--- src/rtl/aes_round_tail.sv ---
// aes_round_tail: ShiftRows -> MixColumns (bypassed on the final round) ->
// AddRoundKey, as a two-stage valid/ready pipeline sitting behind SubBytes.
// Byte 0 of the state is [127:120]; bytes are column-major (4 bytes per column).
module aes_round_tail #(
  parameter int TAG_W = 4
) (
  input  logic             clk,
  input  logic             rst_n,
  input  logic             in_valid,
  output logic             in_ready,
  input  logic [127:0]     in_state,
  input  logic [127:0]     in_key,
  input  logic             in_last,
  input  logic [TAG_W-1:0] in_tag,
  output logic             out_valid,
  input  logic             out_ready,
  output logic [127:0]     out_state,
  output logic [TAG_W-1:0] out_tag
);

  function automatic logic [7:0] xtime(input logic [7:0] b);
    return {b[6:0], 1'b0} ^ (b[7] ? 8'h1b : 8'h00);
  endfunction

  // Row r of the state rotates left by r columns.
  function automatic logic [127:0] shift_rows(input logic [127:0] s);
    logic [127:0] r;
    r = '0;
    for (int c = 0; c < 4; c++) begin
      for (int rw = 0; rw < 4; rw++) begin
        r[127-8*(rw+4*c) -: 8] = s[127-8*(rw+4*((c+rw)%4)) -: 8];
      end
    end
    return r;
  endfunction

  // One column times the circulant {02,03,01,01}; 03*x is folded as xtime(x)^x.
  function automatic logic [31:0] mix_column(input logic [31:0] col);
    logic [7:0] a0, a1, a2, a3;
    a0 = col[31:24];
    a1 = col[23:16];
    a2 = col[15:8];
    a3 = col[7:0];
    return {xtime(a0) ^ xtime(a1) ^ a1 ^ a2 ^ a3,
            a0 ^ xtime(a1) ^ xtime(a2) ^ a2 ^ a3,
            a0 ^ a1 ^ xtime(a2) ^ xtime(a3) ^ a3,
            xtime(a0) ^ a0 ^ a1 ^ a2 ^ xtime(a3)};
  endfunction

  function automatic logic [127:0] mix_columns(input logic [127:0] s);
    logic [127:0] r;
    r = '0;
    for (int c = 0; c < 4; c++) begin
      r[127-32*c -: 32] = mix_column(s[127-32*c -: 32]);
    end
    return r;
  endfunction

  logic             s1_valid_q, s1_valid_d;
  logic [127:0]     s1_sel_q,   s1_sel_d;
  logic [127:0]     s1_key_q,   s1_key_d;
  logic [TAG_W-1:0] s1_tag_q,   s1_tag_d;
  logic             s2_valid_q, s2_valid_d;
  logic [127:0]     s2_state_q, s2_state_d;
  logic [TAG_W-1:0] s2_tag_q,   s2_tag_d;

  logic             s1_adv, s2_adv;
  logic [127:0]     sr_w, mc_w;

  assign sr_w = shift_rows(in_state);
  assign mc_w = mix_columns(sr_w);

  // Ready chain and next-state for both stages; a stage advances when it is
  // empty or its contents are leaving this cycle.
  always_comb begin
    s2_adv     = !s2_valid_q || out_ready;
    s1_adv     = !s1_valid_q || s2_adv;
    in_ready   = s1_adv;

    s1_valid_d = s1_valid_q;
    s1_sel_d   = s1_sel_q;
    s1_key_d   = s1_key_q;
    s1_tag_d   = s1_tag_q;
    s2_valid_d = s2_valid_q;
    s2_state_d = s2_state_q;
    s2_tag_d   = s2_tag_q;

    if (s1_adv) begin
      s1_valid_d = in_valid;
      if (in_valid) begin
        s1_sel_d = in_last ? sr_w : mc_w;
        s1_key_d = in_key;
        s1_tag_d = in_tag;
      end
    end

    if (s2_adv) begin
      s2_valid_d = s1_valid_q;
      if (s1_valid_q) begin
        s2_state_d = s1_sel_q ^ s1_key_q;
        s2_tag_d   = s1_tag_q;
      end
    end
  end

  // Pipeline registers; reset discards anything in flight.
  always_ff @(posedge clk or negedge rst_n) begin
    if (!rst_n) begin
      s1_valid_q <= 1'b0;
      s1_sel_q   <= '0;
      s1_key_q   <= '0;
      s1_tag_q   <= '0;
      s2_valid_q <= 1'b0;
      s2_state_q <= '0;
      s2_tag_q   <= '0;
    end else begin
      s1_valid_q <= s1_valid_d;
      s1_sel_q   <= s1_sel_d;
      s1_key_q   <= s1_key_d;
      s1_tag_q   <= s1_tag_d;
      s2_valid_q <= s2_valid_d;
      s2_state_q <= s2_state_d;
      s2_tag_q   <= s2_tag_d;
    end
  end

  assign out_valid = s2_valid_q;
  assign out_state = s2_state_q;
  assign out_tag   = s2_tag_q;

endmodule

--- config.mk ---
export PLATFORM = sky130hd
export DESIGN_NAME = aes_round_tail
export DESIGN_NICKNAME = d
export VERILOG_FILES = /design/src/rtl/aes_round_tail.sv
export SDC_FILE = /design/constraint.sdc
export NUM_CORES = 1
export LEC_CHECK = 0
export CORE_MARGIN = 2
export CORE_UTILIZATION = 40
export CTS_BUF_LIST = sky130_fd_sc_hd__clkbuf_8
export DETAILED_ROUTE_END_ITERATION = 10
export PLACE_DENSITY = 0.72
export SYNTH_ARGS = -nofsm -noshare
export SYNTH_HDL_FRONTEND = slang
export SYNTH_SLANG_ARGS = --single-unit
export TNS_END_PERCENT = 30
--- constraint.sdc ---
create_clock -name clk -period 1.6 [get_ports clk]
set_input_delay 0.24 -clock clk [delete_from_list [all_inputs] [get_ports clk]]
set_output_delay 0.24 -clock clk [all_outputs]
set_load 0.1 [all_outputs]
==> results.ini <==
[synth]
async_reset_ff_share_pct = 100
synth-main-ff-cell = dfrtp_1
ys_warn_count = 0
seq_area_frac_synth_pct = 48.4
netlist_instances = 2147
ys_types = 25
synth_edf_count = 0
synth_nets = 2412
synth-seq-cells = 394
synthesis.area_sq_mm = 0.0204
avgSynthCellArea_sq_um = 9.48

[timing]
hold_ws_ns = 0.0775
hold_viol = 0
max_freq_mhz = 564
setup_violations = 163
rsz0062_at_grt = yes
worst_slack_ns = -0.173
skew_ns = 0.0217
fin_crit_sh_pct = 111
tns_ns = -10.54
layout_min_cycle_time_ns = 1.77
slew_headroom_pct = 63.1
tightest_slew_ns = 0.550
slew_viol_final = 0

[clock_network]
insertion_delay_ns = 0.66
cts_tree = done
cts_made_buffers = 73
htreeDepth = 3
cts-root-buf = clkbuf_8
clkTransAtPathRegs_ns = 0.06
cts_num_sinks = 394
cts_buffer_depth = 3

[cells_and_area]
final_core_util_pct = 61.5
synthToLayoutAreaGrowth_pct = 51.6
drive_gt1_share_pct = 20.8
fillers = 3978
mostFrequentLayoutCell = nand2_1
layout.nets = 3073
final_cell_mix = 649 x nand2_1, 449 x xnor2_1, 389 x dfrtp_1

[route]
vias_per_cell = 4.99
vias = 17681
wl_per_cell_um = 19.3
totalWireLength_mm = 68.6
ant_nets = 0
first_iter_violations = 1166
first_pass_iters = 5
drc = 0

[die]
io-pin-count = 399
fp.dieArea_sq_mm = 0.0527
chipWidth_um = 230
core_sq_mm = 0.0502
rows = 82
fp.dieH_um = 230
start_util_pct = 40.6

[setup_path]
required_ns = 1.36
crit_path_max_incr_delay_ns = 0.50
path_cells = nand3b_4 > buf_6 > buf_12
path_max_fanout = 2
crit_buf_inv = 2
cp-startpoint = out_valid
rr_startpoint = out_valid
critical_path.top_delay_family = flip-flops
crit_slowest_cell = dfrtp_4
cp-end-kind = output port
start_kind = register
criticalPathCategory = register to output port
cp_data_arrival_time_ns = 1.53
rrSetupSlack_ns = -0.13

[worst_hold_path]
worst_hold_path_type = primary input to asynchronous set/reset pin

[placed_design]
dp_hpwl_mm = 48.7
gp_congestion = 0.960
port-buffer-count = 398

[global_routing]
grt_max_degree = 65
antenna_found_initial = 11
grt_use_total_pct = 24.6
grt_pass1_vias = 18262
grt_pass1_wl_mm = 101
overflow = 0

[job]
drv_cap = 0

[power_and_ir_drop]
irDropWorstVdd_v = 0.00123
p_leak_nw = 13.6
p_per_area_mw_per_mm2 = 1490

[run_status]
violations = setup timing
status = complete, but fails checks

[sequential cells by signal (all words and copies together), names as in the netlist]
| signal | cells |
|---|---|
| s1_tag_q | 4 |
| s1_sel_q | 128 |
| out_tag | 4 |
| s1_key_q | 128 |
| out_valid | 1 |
| out_state | 128 |
| s1_valid_q | 1 |
[through the flow]
stage | std cells | instance area (sq um) | power [W] | setup slack (ns)
after detailed placement | 3363 | 28500 | 0.0357 | -0.300
after CTS | 3497 | 30000 | 0.0459 | -0.199
after floorplan | 2147 | 20400 | 0.0267 | -0.363
final | 3546 | 30900 | 0.0460 | -0.173
after global placement | 3363 | 28500 | 0.0354 | -0.265
after global routing | 3546 | 30900 | 0.0479 | -0.226
[per-layer routing]
metal / wire length (um) / global-route usage [%]
met5: 10 / 0
met4: 3370 / 12.0
met3: 3820 / 4.81
met2: 33700 / 40.8
met1: 27800 / 30.6
[logic make-up after synthesis]
family / after synthesis / share of synthesized area [%]
multiplexers: 4 / 0.221
AND/OR/NAND/NOR: 787 / 15.5
XOR/XNOR: 563 / 24.7
buffers and inverters: 143 / 3.28
flip-flops: 394 / 48.4
AO/OA/AOI/OAI: 256 / 7.90
[worst reg2reg max path: stages (launching register included)]
cell and delay (ns):
dfrtp_4 0.44, nand3b_4 0.10, buf_4 0.18, and2_4 0.18
buf_4 0.15, buf_12 0.14, and3_1 0.17, a221o_1 0.25
[worst paths after layout]
kind | end | cells after the start
max | in_ready | 3
max reg2reg | s1_sel_q[73] | 7
min in group clk | s1_key_q[107] | 3
min | s1_key_q[49] | 2
min reg2reg | s1_tag_q[1] | 2
max in group asynchronous | s1_sel_q[75] | 3
[cell type report]
cell class,instances,area (sq um),share of cell area (%)
flip-flops and latches,394,9870,32.0
repair buffers,723,8690,28.2
inverters,2,7.51,0.0243
well taps,672,841,2.72
diodes,10,25.0,0.0811
clock inverters,42,277,0.896
clock buffers,89,1220,3.97
multi-input cells,1614,9920,32.2
[repair_timing]
action,4_1_cts,5_1_grt
setup buffers,2,10
resized for setup,13,35
cloned,0,29
hold buffers,1,0
pin swaps,0,17
endpoints found under the hold margin,394,0
setup endpoints to repair,5,262
[Yosys cell counts (6+ instances only)]
cell	n	share of area, %
buf_1	7	0.13
buf_2	61	1.5
buf_6	6	0.33
clkbuf_1	64	1.2
dfrtp_1	394	48
nand2_1	651	12
nand3_1	125	3.1
o211ai_1	125	4.6
o21ai_0	128	3.1
xnor2_1	449	19
xnor2_2	11	0.88
xor2_1	102	4.4
[power breakdown]
group          switching, W  internal, W  total [W]  leakage (nW)
combinational        0.0128      0.00860     0.0214          7.89
clock               0.00443      0.00554    0.00997         0.861
sequential          0.00237       0.0122     0.0146          4.83
total                0.0196       0.0263     0.0460          13.6
No activity file was read; power rests on OpenSTA's default activity.
